--- config.mk ---
export PLATFORM = sky130hd
export DESIGN_NAME = jtkunio_gfx_arb
export DESIGN_NICKNAME = d
export VERILOG_FILES = /design/src/rtl/jtkunio_gfx_pkg.sv /design/src/rtl/jtkunio_gfx_cache.sv /design/src/rtl/jtkunio_gfx_arb.sv
export SDC_FILE = /design/constraint.sdc
export NUM_CORES = 1
export LEC_CHECK = 0
export BUFFER_PORTS_ARGS = -buffer_cell sky130_fd_sc_hd__buf_4
export CORE_MARGIN = 10
export CORE_UTILIZATION = 45
export DETAILED_ROUTE_END_ITERATION = 6
export PLACE_DENSITY = 0.72
export SLEW_MARGIN = 30
export SYNTH_ARGS = -nofsm -noshare
export SYNTH_HDL_FRONTEND = slang
export SYNTH_SLANG_ARGS = --single-unit
--- constraint.sdc ---
create_clock -name clk -period 1.85 [get_ports clk]
set_input_delay 0.185 -clock clk [delete_from_list [all_inputs] [get_ports clk]]
set_output_delay 0.185 -clock clk [all_outputs]
set_load 0.05 [all_outputs]
--- src/rtl/jtkunio_gfx_pkg.sv ---
// Shared definitions for the Kunio graphics SDRAM arbiter: FSM encoding and
// the SDRAM word-address width.
package jtkunio_gfx_pkg;

  localparam int SDRAM_AW = 22;

  typedef enum logic [1:0] {
    ST_IDLE = 2'd0,
    ST_REQ  = 2'd1,
    ST_WAIT = 2'd2
  } arb_state_e;

endpackage

--- src/rtl/jtkunio_gfx_cache.sv ---
// One-entry read cache for a graphics slot: tag, 32-bit data and valid bit,
// refilled by the arbiter and compared combinationally against the live address.
module jtkunio_gfx_cache #(
  parameter int AW = 14
) (
  input  logic          clk,
  input  logic          rst_n,
  input  logic          cs_i,
  input  logic [AW-1:0] addr_i,
  input  logic          fill_i,
  input  logic [AW-1:0] fill_tag_i,
  input  logic [31:0]   fill_data_i,
  output logic [31:0]   dout_o,
  output logic          ok_o
);

  logic [AW-1:0] tag_q, tag_d;
  logic [31:0]   data_q, data_d;
  logic          valid_q, valid_d;

  always_comb begin
    tag_d   = tag_q;
    data_d  = data_q;
    valid_d = valid_q;
    if (fill_i) begin
      tag_d   = fill_tag_i;
      data_d  = fill_data_i;
      valid_d = 1'b1;
    end
  end

  always_ff @(posedge clk or negedge rst_n) begin
    if (!rst_n) begin
      tag_q   <= '0;
      data_q  <= '0;
      valid_q <= 1'b0;
    end else begin
      tag_q   <= tag_d;
      data_q  <= data_d;
      valid_q <= valid_d;
    end
  end

  assign ok_o   = cs_i & valid_q & (addr_i == tag_q);
  assign dout_o = data_q;

endmodule

--- src/rtl/jtkunio_gfx_arb.sv ---
// Two-slot SDRAM read arbiter for the char/scroll graphics caches. Slot 0 has
// fixed priority; each fill is a two-beat 16-bit burst assembled into 32 bits.
module jtkunio_gfx_arb
  import jtkunio_gfx_pkg::*;
#(
  parameter int                  SLOT0_AW     = 14,
  parameter int                  SLOT1_AW     = 17,
  parameter logic [SDRAM_AW-1:0] SLOT1_OFFSET = 22'd0
) (
  input  logic                clk,
  input  logic                rst_n,
  input  logic                slot0_cs,
  input  logic [SLOT0_AW-1:0] slot0_addr,
  output logic [31:0]         slot0_dout,
  output logic                slot0_ok,
  input  logic                slot1_cs,
  input  logic [SLOT1_AW-1:0] slot1_addr,
  output logic [31:0]         slot1_dout,
  output logic                slot1_ok,
  output logic [SDRAM_AW-1:0] sdram_addr,
  output logic                sdram_req,
  input  logic                sdram_ack,
  input  logic                data_dst,
  input  logic                data_rdy,
  input  logic [15:0]         data_read
);

  localparam int LAT_AW = (SLOT0_AW > SLOT1_AW) ? SLOT0_AW : SLOT1_AW;

  arb_state_e          state_q, state_d;
  logic                win_q, win_d;
  logic [LAT_AW-1:0]   lat_q, lat_d;
  logic [SDRAM_AW-1:0] addr_q, addr_d;
  logic                req_q, req_d;
  logic [15:0]         stage_q, stage_d;

  logic                miss0, miss1, fill0, fill1;
  logic [SDRAM_AW-1:0] addr0_x, addr1_x;

  assign miss0   = slot0_cs & ~slot0_ok;
  assign miss1   = slot1_cs & ~slot1_ok;
  // Slot addresses count 32-bit words; SDRAM counts 16-bit words.
  assign addr0_x = SDRAM_AW'({slot0_addr, 1'b0});
  assign addr1_x = SLOT1_OFFSET + SDRAM_AW'({slot1_addr, 1'b0});

  assign fill0 = (state_q == ST_WAIT) & data_rdy & ~win_q;
  assign fill1 = (state_q == ST_WAIT) & data_rdy &  win_q;

  always_comb begin
    state_d = state_q;
    win_d   = win_q;
    lat_d   = lat_q;
    addr_d  = addr_q;
    req_d   = req_q;
    stage_d = stage_q;
    case (state_q)
      ST_IDLE: begin
        if (miss0 | miss1) begin
          win_d   = ~miss0;
          lat_d   = miss0 ? LAT_AW'(slot0_addr) : LAT_AW'(slot1_addr);
          addr_d  = miss0 ? addr0_x : addr1_x;
          req_d   = 1'b1;
          state_d = ST_REQ;
        end
      end
      ST_REQ: begin
        if (sdram_ack) begin
          req_d   = 1'b0;
          state_d = ST_WAIT;
        end
      end
      ST_WAIT: begin
        // A coincident data_rdy completes the burst and leaves the low half as staged.
        if (data_rdy) begin
          state_d = ST_IDLE;
        end else if (data_dst) begin
          stage_d = data_read;
        end
      end
      default: begin
        req_d   = 1'b0;
        state_d = ST_IDLE;
      end
    endcase
  end

  always_ff @(posedge clk or negedge rst_n) begin
    if (!rst_n) begin
      state_q <= ST_IDLE;
      win_q   <= 1'b0;
      lat_q   <= '0;
      addr_q  <= '0;
      req_q   <= 1'b0;
      stage_q <= '0;
    end else begin
      state_q <= state_d;
      win_q   <= win_d;
      lat_q   <= lat_d;
      addr_q  <= addr_d;
      req_q   <= req_d;
      stage_q <= stage_d;
    end
  end

  assign sdram_req  = req_q;
  assign sdram_addr = addr_q;

  jtkunio_gfx_cache #(.AW(SLOT0_AW)) u_cache0 (
    .clk        (clk),
    .rst_n      (rst_n),
    .cs_i       (slot0_cs),
    .addr_i     (slot0_addr),
    .fill_i     (fill0),
    .fill_tag_i (lat_q[SLOT0_AW-1:0]),
    .fill_data_i({data_read, stage_q}),
    .dout_o     (slot0_dout),
    .ok_o       (slot0_ok)
  );

  jtkunio_gfx_cache #(.AW(SLOT1_AW)) u_cache1 (
    .clk        (clk),
    .rst_n      (rst_n),
    .cs_i       (slot1_cs),
    .addr_i     (slot1_addr),
    .fill_i     (fill1),
    .fill_tag_i (lat_q[SLOT1_AW-1:0]),
    .fill_data_i({data_read, stage_q}),
    .dout_o     (slot1_dout),
    .ok_o       (slot1_ok)
  );

endmodule

==> results.json <==
{
  "start_util_pct": 45.9,
  "cp_slowest_cell": "nor4_2",
  "path_clk_slew_ns": 0.05,
  "skew_ns": 0.0120,
  "hold_violations": 0,
  "met1_length_um": 5660,
  "num_antenna_cells": 0,
  "route.detailed.drc": 0,
  "synth_xor_area_share_pct": 4.93,
  "worstSetupPathType": "reg2reg",
  "synth-compound-area-share_pct": 5.56,
  "wl_met2_um": 6830,
  "cp-end-kind": "flip-flop",
  "critPathMaxFanout": 5,
  "synth_simple_gate_area_share_pct": 3.47,
  "die_h_um": 131,
  "drt_iter0_drc": 295,
  "grt_overflow_total": 0,
  "clk_latency_ns": 0.42,
  "yosysSeqAreaShare_pct": 60.9,
  "max-vdd-ir-drop_v": 0.00144,
  "r2r_slack_ns": -0.26,
  "cts_made_buffers": 17,
  "fillerInstances": 914,
  "cp-startpoint": "u_cache1.tag_q[11]",
  "final_cells": 742,
  "cts_tree": "built",
  "powerDensity_nw_per_um2": 2010,
  "top_layer": "met4",
  "cp-start-kind": "flip-flop",
  "synthAdderAreaFrac_pct": 0,
  "syn_avg_cell_area_um2": 13.4,
  "wirelength_um": 14200,
  "p_leak_nw": 3.86,
  "postRouteAntennaNets": 0,
  "fin_area_um2": 7700,
  "die_w_um": 131,
  "place_congestion": 0.806,
  "die-area_um2": 17100,
  "grt_setup_unrepaired": "yes",
  "drv_cap": 0,
  "path_buf_inv": 2,
  "layout-drive-gt1-share_pct": 52.3,
  "synth_area_um2": 5510,
  "min_path_type": "in2reg",
  "ys_types": 29,
  "cp.required_ns": 2.14,
  "placed_area_um2": 6870,
  "h-tree-depth": 4,
  "crit_chain": "xor2_1 -> nor4_2 -> nand3_2 -> o211ai_2 -> buf_6 -> a21oi_4 -> buf_6 -> a222oi_1",
  "yosysWarnings": 0,
  "firstDrtPassIters": 5,
  "timing.hold.ws_ns": 0.0181,
  "synth-seq-cells": 134,
  "worstPathArrival_ns": 2.40,
  "reg2reg_from": "u_cache1.tag_q[11]",
  "slowest_delay_ns": 0.39,
  "grt_max_degree": 59,
  "io_pins": 143,
  "grt_pass1_vias": 4317,
  "synth_top_family_by_area": "multiplexers",
  "row_count": 40,
  "cts-root-buf": "clkbuf_16",
  "place_inst": 698,
  "grt_pass1_wl_um": 22700,
  "setup_viol": 20,
  "path_delay_family": "compound AO/OA/AOI/OAI gates",
  "fin_ws_ns": -0.260,
  "antenna_found_initial": 0,
  "drv_slew": 0,
  "finalNetCount": 639,
  "timing.fmax_mhz": 474,
  "outcome": "finished, violations left",
  "dp_hpwl_um": 9890,
  "muxShareOfSynthArea_pct": 19.8,
  "met3_length_um": 1500,
  "areaGrowthSynthToFinish_pct": 39.7,
  "fin_crit_ns": 2.11,
  "final_core_util_pct": 64.1,
  "crit_path_frequent_cell": "buf_6",
  "violations": "negative setup slack",
  "grt_util_all_layers_pct": 17.3,
  "vias": 3819,
  "synthCells": 410,
  "coreArea_um2": 12000,
  "routedWlPerCell_um": 19.1,
  "period_share_pct": 114,
  "cts_max_path_buffers": 2,
  "io_buffer_count": 137,
  "clock_sinks": 134,
  "hold_start": "slot1_addr[14]",
  "via_per_inst": 5.15
}
repair_timing:
item	in CTS	in global routing
setup buffers	11	3
resized for setup	21	8
setup endpoints to repair	20	22
endpoints found under the hold margin	135	0
cloned	1	0
pin swaps	27	6
hold buffers	2	0
power by group:
| part | internal (mW) | switching (mW) |
|---|---|---|
| registers | 4.29 | 0.890 |
| logic | 2.73 | 4.45 |
| clock network | 2.02 | 1.12 |
flip-flops by register name, indices dropped and copies added, names as in the netlist:
name              flops
u_cache1.dout_o      32
u_cache1.tag_q       17
win_q                 1
state_q               2
sdram_req             1
u_cache0.valid_q      1
u_cache0.dout_o      32
sdram_addr           17
stage_q              16
u_cache1.valid_q      1
u_cache0.tag_q       14
area by class of cell:
type	instances	area (µm²)	share of cell area, %
Sequential cell	134	3350	43.6
Multi-Input combinational cell	213	1960	25.5
Timing Repair Buffer	174	1480	19.2
Clock buffer	24	472	6.13
Tap cell	147	184	2.39
Inverter	45	169	2.19
Clock inverter	5	75.1	0.975
cell usage after synthesis (all sizes together):
library cell / n / share of area, %
dfrtp: 134 / 61
mux2: 97 / 20
inv: 45 / 3.1
xor2: 30 / 4.8
nand2: 19 / 1.3
o21ai: 16 / 1.5
a222oi: 14 / 2.5
buf: 13 / 1.6
clkbuf: 9 / 0.61
nor4: 7 / 0.79
a21oi: 3 / 0.34
a22o: 3 / 0.54
nor2: 3 / 0.20
and3: 2 / 0.23
nand3: 2 / 0.18
nand4: 2 / 0.23
or2: 2 / 0.23
a221oi: 1 / 0.16
conb: 1 / 0.068
nand2b: 1 / 0.11
nor2b: 1 / 0.11
nor3: 1 / 0.091
o211ai: 1 / 0.23
o21a: 1 / 0.14
o2bb2ai: 1 / 0.16
xnor2: 1 / 0.16
worst paths after layout:
check / to / cells after the start
hold / removal: sdram_addr[15] / 2
hold reg to reg: u_cache1.valid_q / 1
setup reg to reg: sdram_addr[9] / 8
setup / recovery: sdram_addr[9] / 8
min in group asynchronous: u_cache1.tag_q[11] / 2
max in group asynchronous: u_cache0.dout_o[24] / 3
metal layers:
layer,vias up,track usage (%)
li1,1746,-
met1,1910,19.9
met2,145,27.3
met3,18,8.86
met4,0,5.76
met5,-,0
cells by family (layout without fill, tap and decap cells):
logic type / count (synthesis) / in the layout
AO/OA/AOI/OAI: 40 / 40
multiplexers: 97 / 97
XOR/XNOR: 31 / 31
buffers and inverters: 67 / 248
AND/OR/NAND/NOR: 40 / 40
other: 1 / 5
flip-flops: 134 / 134
layout by cell type, fill, tap and decap left out, types with 3 or more instances in the layout:
| cell | n |
|---|---|
| o21ai_0 | 16 |
| clkbuf_16 | 17 |
| a22o_4 | 3 |
| mux2_2 | 97 |
| xor2_1 | 30 |
| clkbuf_1 | 5 |
| buf_4 | 152 |
| buf_12 | 8 |
| dfrtp_1 | 134 |
| nor4_2 | 4 |
| nand2_1 | 18 |
| conb_1 | 5 |
| nor4_1 | 3 |
| clkinv_2 | 3 |
| buf_6 | 9 |
| a222oi_1 | 14 |
| inv_1 | 44 |
through the flow:
step           total power [mW]  setup TNS [ns]  setup slack, ns
2_1_floorplan              9.69               0           0.0706
3_3_place_gp               11.9           -6.63           -0.394
3_5_place_dp               12.1           -7.27           -0.450
4_1_cts                    15.6           -3.63           -0.292
5_1_grt                    16.3           -6.90           -0.394
6_report                   15.5           -4.29           -0.260
(Power assumes the default switching activity.)
